===== src/rtl/fetch_pkg.sv =====
// fetch_pkg: shared constants, state encoding and PC
// helpers for the fetch unit slice.
package fetch_pkg;

  localparam int ILEN = 32;
  localparam logic [31:0] PC_LIMIT_DEF = 32'd60;
  localparam int unsigned TIMEOUT_DEF = 15;

  // fetch FSM state encoding
  typedef logic [1:0] state_t;
  localparam state_t S_IDLE  = 2'd0;
  localparam state_t S_FETCH = 2'd1;
  localparam state_t S_HOLD  = 2'd2;
  localparam state_t S_DRAIN = 2'd3;

  function automatic logic [31:0] pc_wrap(
    input logic [31:0] pc,
    input logic [31:0] limit
  );
    return (pc > limit) ? 32'd0 : pc;
  endfunction

endpackage


===== src/rtl/fetch_unit_pc_incr.sv =====
// pc_incr: sequential +4 or word-aligned redirect,
// folded back to zero past the highest legal PC.
module pc_incr
  import fetch_pkg::*;
#(
  parameter logic [31:0] PC_LIMIT = PC_LIMIT_DEF
) (
  input  logic [31:0] pc,
  input  logic [31:0] target,
  input  logic        sel_branch,
  output logic [31:0] pc_next
);

  logic [31:0] cand;
  logic        unused_lsb;

  // redirect targets are forced to word alignment
  assign unused_lsb = ^target[1:0];

  assign cand = sel_branch ? {target[31:2], 2'b00}
                           : pc + 32'd4;

  assign pc_next = pc_wrap(cand, PC_LIMIT);

endmodule


===== src/rtl/fetch_unit.sv =====
// fetch_unit: single-outstanding instruction fetch with
// redirect, drain of stale responses and request timeout.
module fetch_unit
  import fetch_pkg::*;
#(
  parameter logic [31:0] PC_LIMIT = PC_LIMIT_DEF,
  parameter int unsigned TIMEOUT  = TIMEOUT_DEF
) (
  input  logic            clk,
  input  logic            rst,
  input  logic [31:0]     pc_in,
  output logic [31:0]     pc_next,
  output logic            imem_req,
  output logic [31:0]     imem_addr,
  input  logic            imem_ack,
  input  logic [ILEN-1:0] imem_rdata,
  output logic            instr_valid,
  output logic [ILEN-1:0] instr,
  output logic [31:0]     instr_pc,
  input  logic            instr_ready,
  input  logic            branch_taken,
  input  logic [31:0]     branch_target,
  output logic            fetch_timeout
);

  localparam logic [3:0] TO = 4'(TIMEOUT);

  state_t          state_q;
  state_t          state_d;
  logic [3:0]      cnt_q;
  logic [3:0]      cnt_d;
  logic [ILEN-1:0] instr_q;
  logic [31:0]     ipc_q;
  logic [31:0]     pc_calc;
  logic [31:0]     pc_d;
  logic            waiting;
  logic            expired;
  logic            ack_ok;
  logic            req_d;
  logic            cap;

  assign waiting = (state_q == S_FETCH)
                || (state_q == S_DRAIN);
  assign expired = waiting && (cnt_q == TO);
  // an ack landing in the retry gap is not trusted
  assign ack_ok  = imem_ack && !expired;

  pc_incr #(
    .PC_LIMIT(PC_LIMIT)
  ) u_pc_incr (
    .pc        (pc_in),
    .target    (branch_target),
    .sel_branch(branch_taken),
    .pc_next   (pc_calc)
  );

  always_comb begin
    state_d = state_q;
    cnt_d   = cnt_q;
    pc_d    = pc_in;
    req_d   = 1'b0;
    cap     = 1'b0;
    unique case (1'b1)
      state_q == S_IDLE: begin
        state_d = S_FETCH;
        cnt_d   = '0;
      end
      state_q == S_FETCH: begin
        req_d = !expired;
        if (branch_taken) begin
          pc_d    = pc_calc;
          cnt_d   = '0;
          state_d = (ack_ok || expired) ? S_FETCH
                                        : S_DRAIN;
        end else if (expired) begin
          cnt_d = '0;
        end else if (imem_ack) begin
          cap     = 1'b1;
          state_d = S_HOLD;
        end else begin
          cnt_d = cnt_q + 4'd1;
        end
      end
      state_q == S_HOLD: begin
        if (branch_taken || instr_ready) begin
          pc_d    = pc_calc;
          state_d = S_FETCH;
          cnt_d   = '0;
        end
      end
      state_q == S_DRAIN: begin
        if (branch_taken) begin
          pc_d = pc_calc;
        end
        if (ack_ok || expired) begin
          state_d = S_FETCH;
          cnt_d   = '0;
        end else begin
          cnt_d = cnt_q + 4'd1;
        end
      end
      default: ;
    endcase
  end

  always_ff @(posedge clk) begin
    if (rst) begin
      state_q <= S_IDLE;
      cnt_q   <= '0;
      instr_q <= '0;
      ipc_q   <= '0;
    end else begin
      state_q <= state_d;
      cnt_q   <= cnt_d;
      if (cap) begin
        instr_q <= imem_rdata;
        ipc_q   <= pc_in;
      end
    end
  end

  assign pc_next       = rst ? '0 : pc_d;
  assign imem_req      = !rst && req_d;
  assign imem_addr     = imem_req ? pc_in : '0;
  assign instr_valid   = !rst && (state_q == S_HOLD);
  assign instr         = rst ? '0 : instr_q;
  assign instr_pc      = rst ? '0 : ipc_q;
  assign fetch_timeout = !rst && expired;

endmodule


===== config.mk =====
export PLATFORM = sky130hd
export DESIGN_NAME = fetch_unit
export DESIGN_NICKNAME = d
export VERILOG_FILES = /design/src/rtl/fetch_pkg.sv /design/src/rtl/fetch_unit_pc_incr.sv /design/src/rtl/fetch_unit.sv
export SDC_FILE = /design/constraint.sdc
export NUM_CORES = 1
export LEC_CHECK = 0
export CAP_MARGIN = 20
export CORE_UTILIZATION = 41
export CTS_CLUSTER_SIZE = 8
export DETAILED_ROUTE_END_ITERATION = 8
export PLACE_DENSITY = 0.87
export SYNTH_ARGS = -nofsm -noshare
export SYNTH_HDL_FRONTEND = slang
export SYNTH_SLANG_ARGS = --single-unit

===== constraint.sdc =====
create_clock -name clk -period 4.3 [get_ports clk]
set_input_delay 0.645 -clock clk [delete_from_list [all_inputs] [get_ports clk]]
set_output_delay 0.645 -clock clk [all_outputs]
set_load 0.01 [all_outputs]

==> out/metrics.yaml, run 1 <==
whs_ns: 0.4508
drv_slew: 0
worstPathArrival_ns: 3.54
cp_max_fo: 3
cts_max_level: 3
ys_types: 55
grt_antenna_before_repair: 1
cts_buffer_depth: 2
first_pass_iters: 5
ys_seq_elements: 70
vdd_drop_max_uv: 209.9
switchingPower_mw: 0.5124
hold_buffers: 0
p_seq_share_pct: 38.3
netlist_instances: 709
yosys.area_share.xor_xnor_pct: 1.902
start_util_pct: 42.30
p_sw_share_pct: 28.61
cp-start-kind: "input port"
p_comb_share_pct: 28.5
fp.dieArea_sq_um: 11660
cts_tree: "done"
rsz0062_at_grt: "no"
synth_fp_nets: 812
globalplace.congestion: 0.8883
gr-total-overflow: 0
synthArstFlopShare_pct: 0
postRouteAntennaNets: 0
worstPathRequired_ns: 3.65
synthMuxAreaShare_pct: 0.9237
port_buffers: 229
grt_pass1_wl_microns: 24940
cap_violations: 0
maxSlewHeadroom_pct: 28.32
avgSynthCellArea_sq_um: 6.496
netlist.area_leader.share_pct: 30.43
dp_hpwl_microns: 11900
cts-root-buf: "clkbuf_8"
synth_top_family_by_area: "simple AND/OR/NAND/NOR gates"
outcome: "finished, final reports clean"
layout-drive-gt1-share_pct: 9.810
track_usage_pct: 27.21
power_frac_clock_pct: 33.2
synthFlopType: "dfxtp_1"
skew_ns: 0.008185
critical_path_class: "in2out"
synth_enable_flop_cells: 0
synth_fa_ha_area_share_pct: 0.5433
worstHoldPathType: "reg2reg"
grt_start_max_net_pins: 78
clock_sinks: 70
period_needed_ns: 4.186
grt_pass1_vias: 5004
wl_per_cell_microns: 14.99
finalSetupTns_ns: 0
synth_simple_gate_area_share_pct: 37.76
vias: 5692
areaGrowthSynthToFinish_pct: 62.65
die_h_microns: 108.0
yosysTopAreaCell: "dfxtp_1"
io_pins: 232
yosys_warnings: 0
synth_area_sq_um: 4606
viasPerCell: 5.227
finalSetupViolCount: 0
crit_path_end_kind: "primary output"
fin_nets: 1046
worst-slew-pin-transition_ns: 1.073
synthTopCellsByArea: "dfxtp_1, a21oi_1, nor2_1"
p_leak_nw: 3.163
clkLatencyLatePin_ns: 0.34
hold_viol: 0
fin_ws_ns: 0.1138
ys_seq_area_share_pct: 30.43
die_w_microns: 108.0
fmax_ghz: 0.2389
numCtsBuffers: 9
intPower_mw: 1.279
drt_iter0_drc: 318
dp_slack_ns: -0.4201
finalCritPeriodShare_pct: 97.35
power_density_nw_per_um2: 239.1
clk_pin_slew_ns: 0.08
core_sq_um: 10890
synth_compound_area_share_pct: 19.56
wirelength_microns: 16320
fp-row-count: 38
drc: 0
==> repair_timing <==
action | in CTS | in global routing
endpoints found under the setup margin | 6 | 5
pin swaps | 3 | 8
resized for setup | 17 | 13
buffers inserted | 1 | 1
hold endpoints to repair | 0 | 0
==> sequential cells by signal, summed over array words and instances, names as in the netlist <==
signal	flops
cnt_q	4
instr_q	32
ipc_q	32
state_q	2
==> layout by cell type (no fill, tap or decap), types with 7 or more instances in the layout <==
cell type,netlist,layout
buf_4,5,54
nand2_1,107,107
o21ai_0,19,17
nor2_1,116,116
clkdlybuf4s50_1,0,216
dfxtp_1,70,70
nor3_1,11,9
nand3_1,15,14
nand2b_1,7,7
clkbuf_8,0,10
nand4_1,10,10
nor2b_1,34,34
and2_1,33,33
inv_1,42,42
a21oi_1,102,101
==> power by group through the flow <==
| stage | Clock [mW] | Combinational (mW) | Sequential (mW) |
|---|---|---|---|
| finish | 0.594 | 0.511 | 0.686 |
| global route | 0.638 | 0.552 | 0.689 |
| CTS | 0.615 | 0.508 | 0.686 |
| detailed placement | 0 | 0.507 | 0.701 |
| global placement | 0 | 0.502 | 0.700 |
| floorplan | 0 | 0.233 | 0.698 |
==> metal layers <==
layer,routed length [microns],vias up,share of wire [%],GRT usage (%)
li1,-,2819,-,-
met1,6699,2624,41,33.99
met2,8069,231,49,47.04
met3,1318,18,8.1,5.546
met4,235,0,1.4,7.828
met5,0,-,0,0
==> Yosys cell counts (4+ instances only) <==
| cell | n |
|---|---|
| a21oi_1 | 102 |
| and2_1 | 33 |
| and3_1 | 5 |
| buf_1 | 8 |
| buf_2 | 5 |
| buf_4 | 5 |
| clkbuf_1 | 41 |
| dfxtp_1 | 70 |
| inv_1 | 42 |
| nand2_1 | 107 |
| nand2b_1 | 7 |
| nand3_1 | 15 |
| nand4_1 | 10 |
| nor2_1 | 116 |
| nor2b_1 | 34 |
| nor3_1 | 11 |
| nor4_1 | 6 |
| o211ai_1 | 4 |
| o21ai_0 | 19 |
| or3_1 | 5 |
| xnor2_1 | 4 |
| xor2_1 | 6 |
==> per-stage QoR <==
step,utilization [%],total power [mW],std cells,cell area (sq um)
after CTS,68.42,1.809,1087,7450
after global placement,66.33,1.202,1070,7222
after detailed placement,66.33,1.208,1070,7222
after floorplan,-,0.9310,709,4606
after global routing,68.80,1.879,1089,7491
final,68.80,1.791,1089,7491
==> cell families (layout without fill, tap and decap cells) <==
kind of cell	Yosys count	in the layout
and+or+nand+nor	364	364
AOI/OAI and AO/OA	157	157
buffers and inverters	102	341
DFF	70	70
xor gates and xnor gates	10	10
muxes	4	4
adders and majority gates	2	2
other	0	1
==> worst max-delay path: stages <==
cell and delay (ns):
clkdlybuf4s50_1 0.49, nand3_1 0.16, or4_4 0.54, or3_1 0.33, o2bb2a_2 0.24, nand4_1 0.11
a221o_1 0.37, a21oi_2 0.21, buf_4 0.14, o211a_1 0.16, buf_2 0.14
==> worst paths after layout <==
path	from	to	slack [ns]	depth (start not counted)
worst max-delay path	pc_in[16]	pc_next[1]	0.11	11
worst min-delay path	ipc_q[23]	ipc_q[23]	0.45	2
worst max register to register	cnt_q[0]	instr_q[25]	2.15	6
worst min register to register	ipc_q[23]	ipc_q[23]	0.45	2
==> layout make-up <==
type                    count  area, sq um
fillers                   959         3397
flip-flops and latches     70         1401
well taps                 140        175.2
multi-input cells         537         2841
clock inverters             6        85.08
inverters                  42        157.7
diodes                      1        2.502
repair buffers            283         2690
clock buffers              10        137.6
No activity file was read; power rests on OpenSTA's default activity.
==> run 2, diff against run 1 <==
--- a/config.mk
+++ b/config.mk
@@ -9,6 +9,7 @@
 export CORE_UTILIZATION = 41
 export CTS_CLUSTER_SIZE = 8
 export DETAILED_ROUTE_END_ITERATION = 8
+export MAX_ROUTING_LAYER = met4
 export PLACE_DENSITY = 0.87
 export SYNTH_ARGS = -nofsm -noshare
 export SYNTH_HDL_FRONTEND = slang
==> run 2 against run 1 <==
Against the previous run:
- register-to-register slack about the same
- setup slack better by 0.018 ns
- fmax grew 0.43%
- count of clock-buffer cells in the layout is the same
- routed wire length decreased by 0.24%
- sequential power hardly changed
- non-clock buffer count stayed put
- die area unchanged
- critical path type unchanged
- critical endpoint unchanged
- highest routed layer unchanged
==> out/metrics.yaml, run 2 (synthesized netlist as in run 1, its figures left out) <==
outcome: "finished, final reports clean"
areaGrowthSynthToFinish_pct: 62.65
layout-drive-gt1-share_pct: 9.810
critical_path_class: "in2out"
cts_max_level: 3
worst-slew-pin-transition_ns: 1.084
port_buffers: 229
whs_path_depth: 2
r2r-start: "cnt_q[0]"
postRouteAntennaNets: 0
fmax_ghz: 0.2399
worstHoldPathType: "reg2reg"
crit_path_end_kind: "primary output"
power_density_nw_per_um2: 239.2
final_core_utilization_pct: 68.80
drv_slew: 0
cts-root-buf: "clkbuf_8"
hp-start: "ipc_q[23]"
cts_buffer_depth: 2
vias: 5669
grt_pass1_wl_microns: 24830
clkLatencyLatePin_ns: 0.34
grt_antenna_before_repair: 1
worstPathRequired_ns: 3.65
grt_pass1_vias: 5015
die_h_microns: 108.0
layout_commonest_cell: "clkdlybuf4s50_1"
rr_worst_depth: 6
drt_iter0_drc: 343
totalPowerFinal_mw: 1.792
start_util_pct: 42.30
first_pass_iters: 5
worstPathArrival_ns: 3.52
skew_ns: 0.006356
multi_input_area_sq_um: 2841
wirelength_microns: 16290
wl_per_cell_microns: 14.95
cp-start-kind: "input port"
vdd_drop_max_uv: 211.0
numCtsBuffers: 9
fill_cells: 959
period_needed_ns: 4.168
ff_latch_area_sq_um: 1401
fp-row-count: 38
cp_max_fo: 3
finalSetupViolCount: 0
maxSlewHeadroom_pct: 27.54
hold_viol: 0
final_cell_mix: "clkdlybuf4s50_1, nor2_1, nand2_1"
clk_pin_slew_ns: 0.08
grt_start_max_net_pins: 78
viasPerCell: 5.206
cap_violations: 0
drc: 0
whs_endpoint: "ipc_q[23]"
track_usage_pct: 27.98
fin_nets: 1046
finalCritPeriodShare_pct: 96.93
stdcell_area_sq_um: 7491
die_w_microns: 108.0
io_pins: 232
fp.dieArea_sq_um: 11660
p_leak_nw: 3.163
core_sq_um: 10890
r2r-end: "instr_q[25]"
gr-total-overflow: 0
dp_hpwl_microns: 11900
rrSetupSlack_ns: 2.14
placed_area_sq_um: 7222
hold_buffers: 0
cts_tree: "done"
clock_sinks: 70
rsz0062_at_grt: "no"
top_regs: "instr_q x32, ipc_q x32, cnt_q x4"
globalplace.congestion: 0.9032
-- run 2: cell counts in the layout (fill, tap and decap cells not counted) --
Identical to the previous run, type by type.
-- run 2: area by class of cell --
| class | instances | area share, % |
|---|---|---|
| Sequential cell | 70 | 18.71 |
| Inverter | 42 | 2.105 |
| Clock inverter | 6 | 1.136 |
| Antenna cell | 1 | 0.03341 |
| Timing Repair Buffer | 283 | 35.91 |
| Tap cell | 140 | 2.338 |
| Clock buffer | 10 | 1.837 |
| Multi-Input combinational cell | 537 | 37.93 |
-- run 2: worst max-delay path by stage --
stage | cells past startpoint | from | slack [ns] | end
after CTS | 12 | pc_in[2] | -0.09 | pc_next[1]
after detailed placement | 11 | pc_in[2] | -0.42 | pc_next[1]
after floorplan | 9 | pc_in[2] | 0.79 | pc_next[4]
final | 11 | pc_in[16] | 0.13 | pc_next[1]
after global placement | 11 | pc_in[2] | -0.40 | pc_next[1]
after global routing | 11 | pc_in[8] | 0.004 | pc_next[1]
-- run 2: per-stage QoR --
step / std cells / hold WS [ns] / worst slack [ns] / TNS [ns]
2_1_floorplan: 709 / 0.4318 / 0.7855 / 0
3_3_place_gp: 1070 / 0.4371 / -0.4011 / -1.812
3_5_place_dp: 1070 / 0.4420 / -0.4201 / -1.762
4_1_cts: 1087 / 0.4528 / -0.09002 / -0.09002
5_1_grt: 1089 / 0.4701 / 0.004112 / 0
6_report: 1089 / 0.4508 / 0.1318 / 0
-- run 2: report_power, final --
group / total, mW / switching (mW) / leakage, nW / internal, mW
sequential: 0.686 / 0.0100 / 0.570 / 0.676
combinational: 0.510 / 0.248 / 2.49 / 0.262
clock: 0.595 / 0.255 / 0.108 / 0.340
total: 1.79 / 0.513 / 3.16 / 1.28
-- run 2: routing by layer --
| layer | vias to the layer above | share of wire [%] | global-route usage, % |
|---|---|---|---|
| met3 | 20 | 7.4 | 4.882 |
| met2 | 221 | 49 | 47.04 |
| li1 | 2818 | - | - |
| met1 | 2610 | 42 | 34.25 |
| met4 | 0 | 1.5 | 7.926 |
| met5 | - | 0 | - |
-- run 2: timing repair --
item	4_1_cts	5_1_grt
resized for setup	17	13
endpoints found under the setup margin	6	5
pin swaps	3	8
buffers inserted	1	1
-- run 2: worst max-delay path, cell delays in order --
cell and delay [ns]:
clkdlybuf4s50_1 0.49, nand3_1 0.15, or4_4 0.53, or3_1 0.33, o2bb2a_2 0.24, nand4_1 0.11, a221o_1 0.37, a21oi_2 0.21
buf_4 0.14, o211a_1 0.16, buf_2 0.14
==> run 3, diff against run 2 <==
--- a/config.mk
+++ b/config.mk
@@ -11,6 +11,7 @@
 export DETAILED_ROUTE_END_ITERATION = 8
 export MAX_ROUTING_LAYER = met4
 export PLACE_DENSITY = 0.87
+export SLEW_MARGIN = 20
 export SYNTH_ARGS = -nofsm -noshare
 export SYNTH_HDL_FRONTEND = slang
 export SYNTH_SLANG_ARGS = --single-unit
==> results of run 3 <==
Same layout as run 2: the final DEF is identical, and so are final timing and power.
